$ cat src/rtl/intr_ctrl_prio.sv
// Priority interrupt controller: APB-programmed per-source priority/enable/mode, edge pending latch, one-id service FSM.
// Latency: level request -> intr_valid_o 1 cycle; edge -> 2 cycles; APB transfers take one wait state.
// Backpressure: a presented id is held until intr_serviced_i; APB stalls each access for exactly one cycle.
module intr_ctrl_prio #(
  parameter  int NUM_INTR = 16,
  parameter  int PRIO_W   = 4,
  parameter  int ADDR_W   = 8,
  parameter  int DATA_W   = 32,
  localparam int IDW      = $clog2(NUM_INTR)
) (
  input  logic                pclk_i,
  input  logic                prst_i,
  input  logic [ADDR_W-1:0]   paddr_i,
  input  logic [DATA_W-1:0]   pwdata_i,
  input  logic                pwrite_i,
  input  logic                psel_i,
  input  logic                penable_i,
  output logic [DATA_W-1:0]   prdata_o,
  output logic                pready_o,
  output logic                pslverr_o,
  input  logic [NUM_INTR-1:0] intr_active_i,
  output logic [IDW-1:0]      intr_to_service_o,
  output logic                intr_valid_o,
  input  logic                intr_serviced_i
);

  localparam logic [ADDR_W-1:0] A_ENABLE = ADDR_W'(NUM_INTR);
  localparam logic [ADDR_W-1:0] A_MODE   = ADDR_W'(NUM_INTR + 1);
  localparam logic [ADDR_W-1:0] A_PEND   = ADDR_W'(NUM_INTR + 2);
  localparam logic [ADDR_W-1:0] A_STATUS = ADDR_W'(NUM_INTR + 3);

  typedef enum logic {S_IDLE = 1'b0, S_SERVICE = 1'b1} state_e;

  state_e              state_q, state_d;
  logic [PRIO_W-1:0]   prio_q [NUM_INTR];
  logic [NUM_INTR-1:0] enable_q, mode_q, pending_q, pending_d, sample_q;
  logic [IDW-1:0]      id_q, id_d;
  logic                valid_q, valid_d;
  logic                pready_q, pslverr_q;
  logic [DATA_W-1:0]   prdata_q;

  logic                access_first, addr_mapped, wr_commit;
  logic [DATA_W-1:0]   rdata;
  logic [NUM_INTR-1:0] rise, w1c, ack_clr, req;
  logic [PRIO_W-1:0]   best_prio;
  logic [IDW-1:0]      best_id;
  logic                unused_pwdata;

  // Only the low NUM_INTR/PRIO_W bits of write data carry meaning.
  assign unused_pwdata = ^pwdata_i;

  assign access_first = psel_i & penable_i & ~pready_q;
  assign addr_mapped  = (paddr_i <= A_STATUS);
  // Writes land on the completing cycle of the transfer; unmapped indices never change state.
  assign wr_commit    = psel_i & penable_i & pready_q & pwrite_i & addr_mapped;

  assign prdata_o          = prdata_q;
  assign pready_o          = pready_q;
  assign pslverr_o         = pslverr_q;
  assign intr_to_service_o = id_q;
  assign intr_valid_o      = valid_q;

  // Read mux over the register map; unused upper bits read as zero.
  always_comb begin
    rdata = '0;
    for (int i = 0; i < NUM_INTR; i++) begin
      if (paddr_i == ADDR_W'(i)) rdata = DATA_W'(prio_q[i]);
    end
    if (paddr_i == A_ENABLE) rdata = DATA_W'(enable_q);
    if (paddr_i == A_MODE)   rdata = DATA_W'(mode_q);
    if (paddr_i == A_PEND)   rdata = DATA_W'(pending_q);
    if (paddr_i == A_STATUS) rdata = DATA_W'({valid_q, id_q});
  end

  // APB handshake: registered response on the first access cycle, pready drops after completion.
  always_ff @(posedge pclk_i) begin
    if (!prst_i) begin
      pready_q  <= 1'b0;
      pslverr_q <= 1'b0;
      prdata_q  <= '0;
    end else if (access_first) begin
      pready_q  <= 1'b1;
      pslverr_q <= ~addr_mapped;
      prdata_q  <= addr_mapped ? rdata : '0;
    end else if (pready_q) begin
      pready_q  <= 1'b0;
      pslverr_q <= 1'b0;
      prdata_q  <= '0;
    end
  end

  // Configuration registers (priority, enable, mode) written by committed APB writes.
  always_ff @(posedge pclk_i) begin
    if (!prst_i) begin
      for (int i = 0; i < NUM_INTR; i++) prio_q[i] <= '0;
      enable_q <= '0;
      mode_q   <= '0;
    end else if (wr_commit) begin
      for (int i = 0; i < NUM_INTR; i++) begin
        if (paddr_i == ADDR_W'(i)) prio_q[i] <= pwdata_i[PRIO_W-1:0];
      end
      if (paddr_i == A_ENABLE) enable_q <= pwdata_i[NUM_INTR-1:0];
      if (paddr_i == A_MODE)   mode_q   <= pwdata_i[NUM_INTR-1:0];
    end
  end

  // Pending next-state: a fresh rising edge always wins over W1C and acknowledge clears.
  always_comb begin
    rise    = intr_active_i & ~sample_q;
    w1c     = (wr_commit && paddr_i == A_PEND) ? pwdata_i[NUM_INTR-1:0] : '0;
    ack_clr = '0;
    for (int i = 0; i < NUM_INTR; i++) begin
      if (state_q == S_SERVICE && intr_serviced_i && id_q == IDW'(i) && mode_q[i]) ack_clr[i] = 1'b1;
    end
    pending_d = (pending_q & ~w1c & ~ack_clr) | (mode_q & rise);
  end

  // Edge sampler and pending latch.
  always_ff @(posedge pclk_i) begin
    if (!prst_i) begin
      sample_q  <= '0;
      pending_q <= '0;
    end else begin
      sample_q  <= intr_active_i;
      pending_q <= pending_d;
    end
  end

  // Arbiter: strict '>' keeps the lowest index on a priority tie; priority 0 never requests.
  always_comb begin
    req       = '0;
    best_prio = '0;
    best_id   = '0;
    for (int i = 0; i < NUM_INTR; i++) begin
      req[i] = enable_q[i] & (prio_q[i] != '0) & (mode_q[i] ? pending_q[i] : intr_active_i[i]);
    end
    for (int i = 0; i < NUM_INTR; i++) begin
      if (req[i] && prio_q[i] > best_prio) begin
        best_prio = prio_q[i];
        best_id   = IDW'(i);
      end
    end
  end

  // Service FSM next-state: grant from IDLE, hold the presented id until acknowledged.
  always_comb begin
    state_d = state_q;
    id_d    = id_q;
    valid_d = valid_q;
    case (state_q)
      S_IDLE: begin
        if (|req) begin
          id_d    = best_id;
          valid_d = 1'b1;
          state_d = S_SERVICE;
        end
      end
      S_SERVICE: begin
        if (intr_serviced_i) begin
          valid_d = 1'b0;
          state_d = S_IDLE;
        end
      end
      default: begin
        valid_d = 1'b0;
        state_d = S_IDLE;
      end
    endcase
  end

  // Service FSM state register.
  always_ff @(posedge pclk_i) begin
    if (!prst_i) begin
      state_q <= S_IDLE;
      id_q    <= '0;
      valid_q <= 1'b0;
    end else begin
      state_q <= state_d;
      id_q    <= id_d;
      valid_q <= valid_d;
    end
  end

endmodule

$ cat config.mk
export PLATFORM = sky130hd
export DESIGN_NAME = intr_ctrl_prio
export DESIGN_NICKNAME = d
export VERILOG_FILES = /design/src/rtl/intr_ctrl_prio.sv
export SDC_FILE = /design/constraint.sdc
export NUM_CORES = 1
export LEC_CHECK = 0
export CAP_MARGIN = 15
export CORE_UTILIZATION = 55
export CTS_CLUSTER_SIZE = 28
export DETAILED_ROUTE_END_ITERATION = 10
export MAX_ROUTING_LAYER = met4
export PLACE_DENSITY = 0.77
export REMOVE_ABC_BUFFERS = 1
export SKIP_LAST_GASP = 1
export SLEW_MARGIN = 20
export SYNTH_ARGS = -nofsm -noshare
export SYNTH_HDL_FRONTEND = slang
export SYNTH_SLANG_ARGS = --single-unit
$ cat constraint.sdc
create_clock -name pclk_i -period 30 [get_ports pclk_i]
set_input_delay 4.5 -clock pclk_i [delete_from_list [all_inputs] [get_ports pclk_i]]
set_output_delay 4.5 -clock pclk_i [all_outputs]
set_load 0.02 [all_outputs]
; Word-level counts from Yosys, hierarchy flattened
; Memories as Yosys holds them, arrays and structs flattened.
; Index checks and enable logic that the tools add are counted.
[word_totals]
output_inout_bits = 39
input_bits = 62
memories = 1
mem_bits_rw = 64
ff_bits = 104
[op_classes]
eq_ne = 36
n_reduce_logical = 74
n_bitwise = 64
order_cmp = 17
muxes = 176
[mem_list]
columns = name, depth, width, read_ports, rd_clocked_by_memory_dff, write_ports, line_no
row1 = prio_q, 16, 4, 16, 0, 16, 35  ; logic [PRIO_W-1:0] prio_q [NUM_INTR];
[ops]
columns = op, n
row1 = 2-to-1 mux 4 bit, 61
row2 = 2-to-1 mux 32 bit, 6
row3 = 2-to-1 mux 1 bit, 105
row4 = bitwise AND 16 bit, 4
row5 = "equality test 8 x 4 -> 1 bit, second input constant", 8
row6 = nonzero test 4 bit, 16
row7 = greater-than comparator 4 bit, 15
row8 = logical AND 1 bit, 50
row9 = inverter 16 bit, 3
row10 = bitwise AND 1 bit, 37
row11 = "equality test 4 bit, second input constant", 8
row12 = "equality test 8 x 3 -> 1 bit, second input constant", 4
row13 = "equality test 8 x 5 -> 1 bit, second input constant", 4
row14 = 2-to-1 mux 16 bit, 2
row15 = "equality test 4 x 3 -> 1 bit, second input constant", 4
row16 = "equality test 8 x 2 -> 1 bit, second input constant", 2
row17 = OR 1 bit, 16
row18 = OR 16 bit, 1
row19 = OR reduction 16 bit, 1
row20 = "equality test 4 x 2 -> 1 bit, second input constant", 2
row21 = "equality test 8 x 1 -> 1 bit, second input constant", 1
row22 = "less-or-equal comparator 8 x 5 -> 1 bit, second input constant", 1
row23 = zero test 8 bit, 1
row24 = AND reduction 2 bit, 4
row25 = other kinds (7), 11

; Longest topological paths before layout
; Gate-level depths: netlist of the first run.
; An unclocked memory read counts as a cell.
[depth]
word_depth = 51
mapped_depth = 119
depth_no_buf = 116

; Least setup slack after synthesis of the first run
; Ideal clock, no wire load.
[synth_timing]
kind = in2reg
startpoint = in intr_active_i[0]
endpoint = reg id_q[2], in the netlist intr_to_service_o[2]
cell_stages = 109
arrival_ns = 24.671
t_required_ns = 29.881
path_buffers = 3
setup_time_ns = 0.119
path_slack_ns = 5.210
path_cell_list = mux2_1 > and3_1 > inv_1 > ha_1 > and4_1 > a211oi_2 > buf_2 > mux2_2 > ha_1 > and2_1 > and4_1 > o21bai_1 > nand2_1 > a211o_1 > buf_2 > mux2_2 > ha_1 > inv_1 > [73 not listed] > a31o_1 > o211ai_2 > a31oi_4 > mux2i_1 > ha_1 > nand3_1 > o22ai_1 > o221a_2 > mux2_2 > ha_1 > nor2b_1 > o21ai_0 > nand2b_1 > a21oi_1 > o21ai_0 > nor2_1 > nand3b_1 > o221a_1
[synth_via]
elab_chain_len = 49
word_cells_on_any_way = 63
cone_classes = 15 x order compare / 29 x mux / 1 x bitwise / 18 x reduce/logical
[synth_lines]
columns = item, line_no
row1 = start: declaration, 21  ; input logic [NUM_INTR-1:0] intr_active_i,
row2 = 2-to-1 mux 1 bit *, 135  ; req[i] = enable_q[i] & (prio_q[i] != '0) & (mode_q[i] ? pending_q[i] : intr_active_i[i]);
row3 = bitwise AND 1 bit *, 135
row4 = logical AND 1 bit, 138  ; if (req[i] && prio_q[i] > best_prio) begin
row5 = 2-to-1 mux 4 bit, 138
row6 = greater-than comparator 4 bit, 138
row7 = logical AND 1 bit, 138
row8 = 2-to-1 mux 4 bit, 138
row9 = greater-than comparator 4 bit, 138
row10 = [33 not listed], n/a
row11 = logical AND 1 bit, 138
row12 = 2-to-1 mux 4 bit, 138
row13 = greater-than comparator 4 bit, 138
row14 = logical AND 1 bit, 138
row15 = 2-to-1 mux 4 bit, 138
row16 = greater-than comparator 4 bit, 138
row17 = logical AND 1 bit, 138
row18 = 2-to-1 mux 4 bit, 138
row19 = end signal: assignment, 179  ; id_q <= id_d;
row20 = end: declaration, 37  ; logic [IDW-1:0] id_q, id_d;
; Every way passes the cells marked *; elsewhere a longest branch is shown, timed or not.
; A chain may end at the register's enable or synchronous reset.

; Worst setup path in the final report of the first run
[layout_timing]
startpoint = in intr_active_i[0]
endpoint = reg id_q[3], in the netlist intr_to_service_o[3]
; The elaborated chain is that of the path after synthesis.

==> results of run 1 <==
## cell families (layout without fill, tap and decap cells)
| kind of cell | count (synthesis) | after routing | share of synthesized area |
|---|---|---|---|
| flip-flops | 152 | 152 | 0.365 |
| AND/OR/NAND/NOR | 452 | 452 | 0.222 |
| AO/OA/AOI/OAI | 290 | 290 | 0.201 |
| buffers and inverters | 133 | 176 | 0.0564 |
| adder cells (fa/ha/maj) | 46 | 46 | 0.0560 |
| XOR/XNOR | 13 | 13 | 0.0113 |
| other | 1 | 16 | 0.000371 |
| multiplexers | 73 | 73 | 0.0888 |
## layer usage
layer	vias to the layer above	share of wire	GRT usage
li1	4293	-	-
met1	4449	0.41	0.424
met3	82	0.096	0.0629
met5	-	0	-
met4	0	0.035	0.135
met2	511	0.46	0.518
## state kept, by name, summed over array words and instances (netlist names), 4 cells and up
name / cells
intr_to_service_o: 4
enable_q: 16
mode_q: 16
pending_q: 16
prio_q: 64
sample_q: 16
prdata_o: 16
## path summary, 6_finish.rpt
path                         start                    to  slack (ps)  cells past startpoint
hold reg to reg        enable_q[6]           enable_q[6]         490                      2
setup reg to reg         mode_q[0]  intr_to_service_o[3]        6180                    107
setup / recovery  intr_active_i[0]  intr_to_service_o[3]        2090                    108
hold / removal         enable_q[6]           enable_q[6]         490                      2
## layout make-up
class | instances | area, µm²
timing repair buffer | 78 | 746
clock inverter | 13 | 130
sequential | 152 | 3680
tap | 229 | 287
inverter | 67 | 251
fill | 1498 | 6500
multi-input combinational | 890 | 5910
clock buffer | 18 | 450
## report_power, final
group          internal [W]  switching (W)
clock              0.000121      0.0000931
sequential         0.000221     0.00000700
combinational     0.0000185      0.0000270
## metrics by stage
stage	instance area (µm²)	util	instances	total power [W]	hold slack, ps
finish	11500	0.638	1447	0.000488	486
global route	11500	0.638	1447	0.000501	502
CTS	11500	0.638	1447	0.000487	484
detailed placement	10900	0.606	1416	0.000277	475
global placement	10900	0.606	1416	0.000276	466
floorplan	9840	-	1109	0.000254	451
## placed cells by master (no fill, tap or decap), types with 10 or more instances in the layout
cell type,n
edfxtp_1,64
nor2b_1,25
o21ai_0,61
a22oi_1,17
mux4_2,10
nor3_1,12
mux2i_1,33
dfxtp_1,88
conb_1,16
and3_1,13
inv_1,67
buf_4,10
nor2_1,92
clkdlybuf4s50_1,66
ha_1,42
a31oi_1,12
o21a_1,17
and3b_1,15
a21o_1,11
nand2_1,163
clkbuf_16,18
a21boi_0,32
a21oi_1,53
nand2b_1,10
nand4_1,12
mux2_2,27
nand3_1,26
and2_1,34
## tightest hold or removal path, stage by stage, from the launching register on
cell and delay, ps:
dfxtp_1 320, nand2_1 50, a21boi_0 60
==> metrics.cfg, run 1 <==
[logic_synthesis]
synth_area_leaders = edfxtp_1, dfxtp_1, nand2_1
avgSynthCellArea_um2 = 8.71
ys_ff_latch = 152
yosysSeqAreaShare = 0.365
ys_warn_count = 0
synthTopCellsByCount = nand2_1, nor2_1, dfxtp_1, inv_1, edfxtp_1
yosysMostFrequentCell = nand2_1
synth.top_cell.area_share = 0.190
ys.flop_type = dfxtp_1
synth_edf_count = 64
yosysTopAreaCell = edfxtp_1
ys_types = 85
synthArstFlopShare = 0
synth_area_mm2 = 0.0101
netlist_instances = 1160

[place]
gp_congestion = 0.977
place.detailed.hpwl_um = 21700
io_buffers = 68
pre_cts_slack_ps = 2110

[power]
powerDensity_mw_per_mm2 = 42.6
peakVddDrop_v = 0.0000364
leakage_nw = 4.32

[critical_path]
path_max_fanout = 12
crit_path_end_kind = register
arrival_ps = 28240
critPathLaunchType = input pin
cp_top_family = compound AO/OA/AOI/OAI gates
cp.buffers_inverters = 7
cp_slowest_cell = a211oi_2
cpMostUsedCell = ha_1
cp.required_ps = 30320
worstSetupPathType = input pin to register
slowest_delay_ps = 620

[die]
rows = 49
die_x_um = 138
coreArea_mm2 = 0.0180
initial_utilization = 0.562
dieArea_mm2 = 0.0189
die_h_um = 138
boundaryPins = 101

[drt]
vias = 9335
ant_nets = 0
drc = 0
via_per_inst = 6.45
wl_per_cell_um = 20.8
firstDrtPassIters = 8
drtIter0Drc = 1070
wl_um = 30100

[outcome]
status = finished clean

[cts]
root_buffer = clkbuf_16
cts_resized = 0
numCtsBuffers = 17
clk_latency_ps = 430
cts.clk_slew.worst_paths_ps = 60
cts_setup_buffers = 0
clk_path_buf_depth = 2
cts_tree = done
ctsHoldBuffers = 0
cts_htree_levels = 4
cts_sinks = 152

[sta]
finalSetupTns_ps = 0
post-route-period-util = 0.930
setup_slack_ps = 2090
fmax_ghz = 0.0358
min_period_ps = 27910
timing_hold_violations_final = 0
slew_headroom = 0.416
final.setup_skew_ps = 7.12
worst_slew_pin_slew_ps = 875
setup_viol_count_final = 0
rsz0062_at_grt = false
slew_viol_final = 0

[grt]
overflow = 0
antenna_found_initial = 0
grt_first_pass_wirelength_um = 45700
track_usage = 0.332
grt_pass1_vias = 8417
grt_max_degree = 56

[layout]
diodes = 0
nNetsFinal = 1310
drive_gt1_frac = 0.0846
syn2layout_area_growth_pct = 13.5

[run]
maxCapViolCount = 0

[hold_path]
hp-class = register to register

Power figures use the tool's default switching activity.
==> run 2: changes to the inputs <==
Settings changed: CORE_ASPECT_RATIO set to 0.9, CTS_BUF_LIST set to sky130_fd_sc_hd__clkbuf_8, GPL_ROUTABILITY_DRIVEN set to 0.
==> metrics.cfg, run 2 (same netlist as run 1, synthesis figures left out) <==
[power]
powerDensity_mw_per_mm2 = 36.5  ; -14%
p_sw_frac = 0.278  ; +0.0178
p_seq_frac = 0.557  ; +0.089
switchingPower_w = 0.000114  ; -10%
pwr-share-clk = 0.332  ; -0.107
p_int_w = 0.000295  ; -18%
peakVddDrop_v = 0.0000243  ; -33%
finalPower_w = 0.000409  ; -16%
comb_power_share = 0.110  ; +0.017
leakage_nw = 4.21  ; -2.5%

[critical_path]
rrSetupSlack_ps = 6400  ; +220 ps
cp-startpoint = intr_active_i[0]
reg2reg_to = intr_to_service_o[3]
critPathLaunchType = input pin
endpoint = intr_to_service_o[3]
worstSetupPathType = input pin to register
cp_slowest_cell = a211oi_2
crit_path_end_kind = register
slowest_delay_ps = 610  ; about the same
cpMostUsedCell = ha_1
rr_startpoint = mode_q[0]
arrival_ps = 28040  ; -200 ps
cp.required_ps = 30370  ; +50 ps
path_max_fanout = 12  ; unchanged
ff2ff_path_depth = 106  ; -0.93%

[layout]
top_register = prio_q
syn2layout_area_growth_pct = 10.9
final_common_cell = nand2_1
diodes = 0  ; unchanged
drive_gt1_frac = 0.0789  ; -0.00568
largest_reg_flops = 64  ; unchanged
nFillCells = 1504  ; +0.40%
fin_area_mm2 = 0.0112  ; -2.2%
nNetsFinal = 1309  ; -0.076%
layout_common_cells = nand2_1, nor2_1, dfxtp_1

[place]
io_buffers = 68  ; unchanged
place_area_mm2 = 0.0109  ; about the same
place.detailed.hpwl_um = 21200  ; -2.1%
pre_cts_slack_ps = 2260  ; +143 ps

[die]
dieArea_mm2 = 0.0189  ; about the same
rows = 46  ; -6.1%
die_x_um = 145  ; +5.3%
boundaryPins = 101  ; unchanged
coreArea_mm2 = 0.0178  ; -1.0%
die_h_um = 131  ; -5.1%
initial_utilization = 0.568  ; +0.00566

[cts]
cts.clk_slew.worst_paths_ps = 90  ; +30 ps
cts_sinks = 152  ; unchanged
cts_resized = 0  ; unchanged
clk_path_buf_depth = 2  ; unchanged
numCtsBuffers = 17  ; unchanged
ctsHoldBuffers = 0  ; unchanged
cts_htree_levels = 4  ; unchanged
cts_setup_buffers = 0  ; unchanged
root_buffer = clkbuf_8
cts_tree = done
clk_latency_ps = 470  ; +40 ps

[sta]
min_period_ps = 27670  ; -246 ps
worst_slew_pin_slew_ps = 1000  ; +128 ps
setup_slack_ps = 2330  ; +246 ps
fmax_ghz = 0.0361  ; +0.89%
slew_viol_final = 0  ; unchanged
rsz0062_at_grt = false
post-route-period-util = 0.922  ; -0.00819
setup_viol_count_final = 0  ; unchanged
timing_hold_violations_final = 0  ; unchanged
finalSetupTns_ps = 0  ; unchanged
final.setup_skew_ps = 18.8  ; +11.7 ps
slew_headroom = 0.325  ; -0.0902

[drt]
via_per_inst = 6.29  ; -2.5%
wl_per_cell_um = 19.8  ; -4.6%
vias = 9164  ; -1.8%
firstDrtPassIters = 6  ; -2
wl_um = 28900  ; -3.9%
drtIter0Drc = 1093  ; +2.1%
ant_nets = 0  ; unchanged
drc = 0  ; unchanged

[run]
maxCapViolCount = 0  ; unchanged

[grt]
overflow = 0  ; unchanged
track_usage = 0.324  ; -0.00853
grt_first_pass_wirelength_um = 44400  ; -2.8%
antenna_found_initial = 0  ; unchanged
grt_max_degree = 107  ; +91%
grt_pass1_vias = 8293  ; -1.5%

[hold_path]
hp-class = register to register
hold_depth = 2  ; unchanged

[outcome]
status = finished clean

[run 2: cell types whose count changed in the layout (fill, tap and decap cells not counted), sizes merged]
cell	change
buf	-1
bufinv	-1
clkbuf	-1
clkinv	+1
inv	+1
[run 2: per-layer routing]
layer / routed length, µm / GRT usage / vias to the layer above
met5: 0 / - / -
met4: 779 / 0.125 / 0
met3: 2960 / 0.0667 / 64
met2: 12900 / 0.490 / 483
met1: 12300 / 0.426 / 4358
li1: - / - / 4259
[run 2: worst min path at each step]
stage | startpoint | end | slack, ps
5_1_grt | enable_q[14] | enable_q[14] | 520
3_5_place_dp | enable_q[14] | enable_q[14] | 480
3_3_place_gp | enable_q[12] | enable_q[12] | 470
2_1_floorplan | enable_q[13] | enable_q[13] | 450
4_1_cts | enable_q[12] | enable_q[12] | 490
6_report | enable_q[12] | enable_q[12] | 490
[run 2: cell type report]
class	count	area, µm²	area share
Clock buffer	17	234	0.0209
Clock inverter	14	88.8	0.00793
Inverter	67	251	0.0224
Multi-Input combinational cell	890	5910	0.527
Sequential cell	152	3680	0.329
Tap cell	240	300	0.0268
Timing Repair Buffer	77	738	0.0659
[run 2: power groups by stage]
stage	registers [W]	logic (W)	clock network, W
after floorplan	0.000230	0.0000240	0
after global placement	0.000232	0.0000435	0
after detailed placement	0.000232	0.0000439	0
after CTS	0.000228	0.0000442	0.000136
after global routing	0.000229	0.0000488	0.000144
final	0.000228	0.0000451	0.000136
[run 2: critical path, delay by kind of cell]
family	cells	cell delay [ps]
muxes	14	4890
adders and majority gates	18	4720
AOI/OAI and AO/OA	41	8730
buffers and inverters	7	810
and+or+nand+nor	27	4330
[run 2: per-stage QoR]
| step | cells | hold WS, ps | util |
|---|---|---|---|
| after global placement | 1426 | 466 | 0.612 |
| after detailed placement | 1426 | 476 | 0.612 |
| after global routing | 1457 | 521 | 0.630 |
| after floorplan | 1109 | 451 | - |
| final | 1457 | 495 | 0.630 |
| after CTS | 1457 | 494 | 0.630 |
==> run 3: changes to the inputs <==
Settings changed: DONT_BUFFER_PORTS set to 1, PLACE_DENSITY 0.77 to 0.7.
==> metrics.cfg, run 3 (same netlist as run 1, synthesis figures left out) <==
[outcome]
status = finished clean

[grt]
track_usage = 0.335  ; +0.0113
grt_first_pass_wirelength_um = 45800  ; +3.1%
overflow = 0  ; unchanged
grt_max_degree = 108  ; +0.93%
grt_pass1_vias = 8225  ; -0.82%
antenna_found_initial = 0  ; unchanged

[hold_path]
min_from = enable_q[2]
hp-class = register to register

[power]
powerDensity_mw_per_mm2 = 39.2  ; +7.3%
peakVddDrop_v = 0.0000312  ; +29%
leakage_nw = 3.96  ; -5.9%
finalPower_w = 0.000414  ; +1.0%

[sta]
worst_slew_pin_slew_ps = 999  ; -3.71 ps
rsz0062_at_grt = false
setup_viol_count_final = 0  ; unchanged
timing_hold_violations_final = 0  ; unchanged
finalSetupTns_ps = 0  ; unchanged
post-route-period-util = 0.913  ; -0.00899
slew_headroom = 0.332  ; +0.00647
slew_viol_final = 0  ; unchanged
final.setup_skew_ps = 9.23  ; -9.57 ps
fmax_ghz = 0.0365  ; +0.98%
min_period_ps = 27400  ; -270 ps

[layout]
syn2layout_area_growth_pct = 4.48
drive_gt1_frac = 0.0813  ; +0.00241
largest_reg_flops = 64  ; unchanged
layout_common_cells = nand2_1, nor2_1, dfxtp_1
top_register = prio_q
final_common_cell = nand2_1
fin_util = 0.593  ; -0.0367
nNetsFinal = 1236  ; -5.6%
diodes = 0  ; unchanged

[cts]
cts_tree = done
cts.clk_slew.worst_paths_ps = 80  ; about the same
root_buffer = clkbuf_8
cts_htree_levels = 4  ; unchanged
numCtsBuffers = 17  ; unchanged
cts_resized = 0  ; unchanged
ctsHoldBuffers = 0  ; unchanged
clk_path_buf_depth = 2  ; unchanged
cts_setup_buffers = 0  ; unchanged
clk_latency_ps = 470  ; about the same
cts_sinks = 152  ; unchanged

[critical_path]
slowest_delay_ps = 620  ; about the same
path_max_fanout = 12  ; unchanged
worstSetupPathType = input pin to register
cp.required_ps = 30360  ; about the same
critPathLaunchType = input pin
rr_startpoint = mode_q[0]
cp_slowest_cell = a211oi_2
cpMostUsedCell = ha_1
crit_path_end_kind = register
arrival_ps = 27760  ; -280 ps
cp-startpoint = intr_active_i[0]

[drt]
wl_met3_um = 2920  ; -1.5%
top_layer = met4
ant_nets = 0  ; unchanged
wl_per_cell_um = 21.4  ; +8.0%
firstDrtPassIters = 5  ; -1
drtIter0Drc = 924  ; -15%
drc = 0  ; unchanged
via_per_inst = 6.35  ; +0.90%
wl_um = 29600  ; +2.6%
vias = 8783  ; -4.2%
wl_met2_um = 13300  ; +3.3%
route.layer.met1.wl_um = 12700  ; +3.3%

[die]
dieArea_mm2 = 0.0189  ; unchanged
coreArea_mm2 = 0.0178  ; unchanged
die_x_um = 145  ; unchanged
die_h_um = 131  ; unchanged
initial_utilization = 0.568  ; unchanged
boundaryPins = 101  ; unchanged
rows = 46  ; unchanged

[place]
place.detailed.hpwl_um = 21500  ; +1.4%
io_buffers = 0  ; -100%

[run]
maxCapViolCount = 0  ; unchanged

[run 3: cell count changes in the layout (fill, tap and decap cells not counted), sizes merged]
cell | before | now
buf | 11 | 4
bufinv | 0 | 1
clkinvlp | 2 | 1
clkinv | 4 | 1
clkdlybuf4s50 | 66 | 0
clkbuf | 17 | 20
[run 3: final timing paths]
| check | to | slack, ps | cells after the start |
|---|---|---|---|
| max | intr_to_service_o[3] | 2600 | 107 |
| min | enable_q[2] | 490 | 2 |
| max reg2reg | intr_to_service_o[3] | 6120 | 107 |
| min reg2reg | enable_q[2] | 490 | 2 |
[run 3: per-layer routing]
metal	up-vias	track usage
li1	4114	-
met1	4175	0.439
met2	434	0.512
met3	60	0.0689
met4	0	0.123
met5	-	-
[run 3: per-stage QoR]
stage	cells	hold WS [ps]	area (µm²)	setup slack, ps
2_1_floorplan	1109	451	9840	5180
3_3_place_gp	1353	463	10200	2750
3_5_place_dp	1353	475	10200	2640
4_1_cts	1384	485	10600	2990
5_1_grt	1384	512	10600	1020
6_report	1384	489	10600	2600
[run 3: final cells by class]
| cell class | instances | area, µm² |
|---|---|---|
| clock buffers | 20 | 275 |
| clock inverters | 11 | 95.1 |
| fillers | 1591 | 7230 |
| inverters | 67 | 251 |
| multi-input cells | 890 | 5920 |
| flip-flops and latches | 152 | 3680 |
| well taps | 240 | 300 |
| repair buffers | 4 | 30.0 |
[run 3: power by group]
part | total, W | switching (W) | internal, W | leakage [nW]
registers | 0.000228 | 0.00000708 | 0.000221 | 1.36
logic | 0.0000319 | 0.0000190 | 0.0000129 | 2.40
clock network | 0.000153 | 0.0000816 | 0.0000719 | 0.200
[run 3: worst max-delay path: cells and delay by family]
kind,cells,cell delay (ps)
buffers and inverters,6,340
adders and majority gates,18,4740
AOI/OAI and AO/OA,43,8870
and+or+nand+nor,26,4390
muxes,14,4880
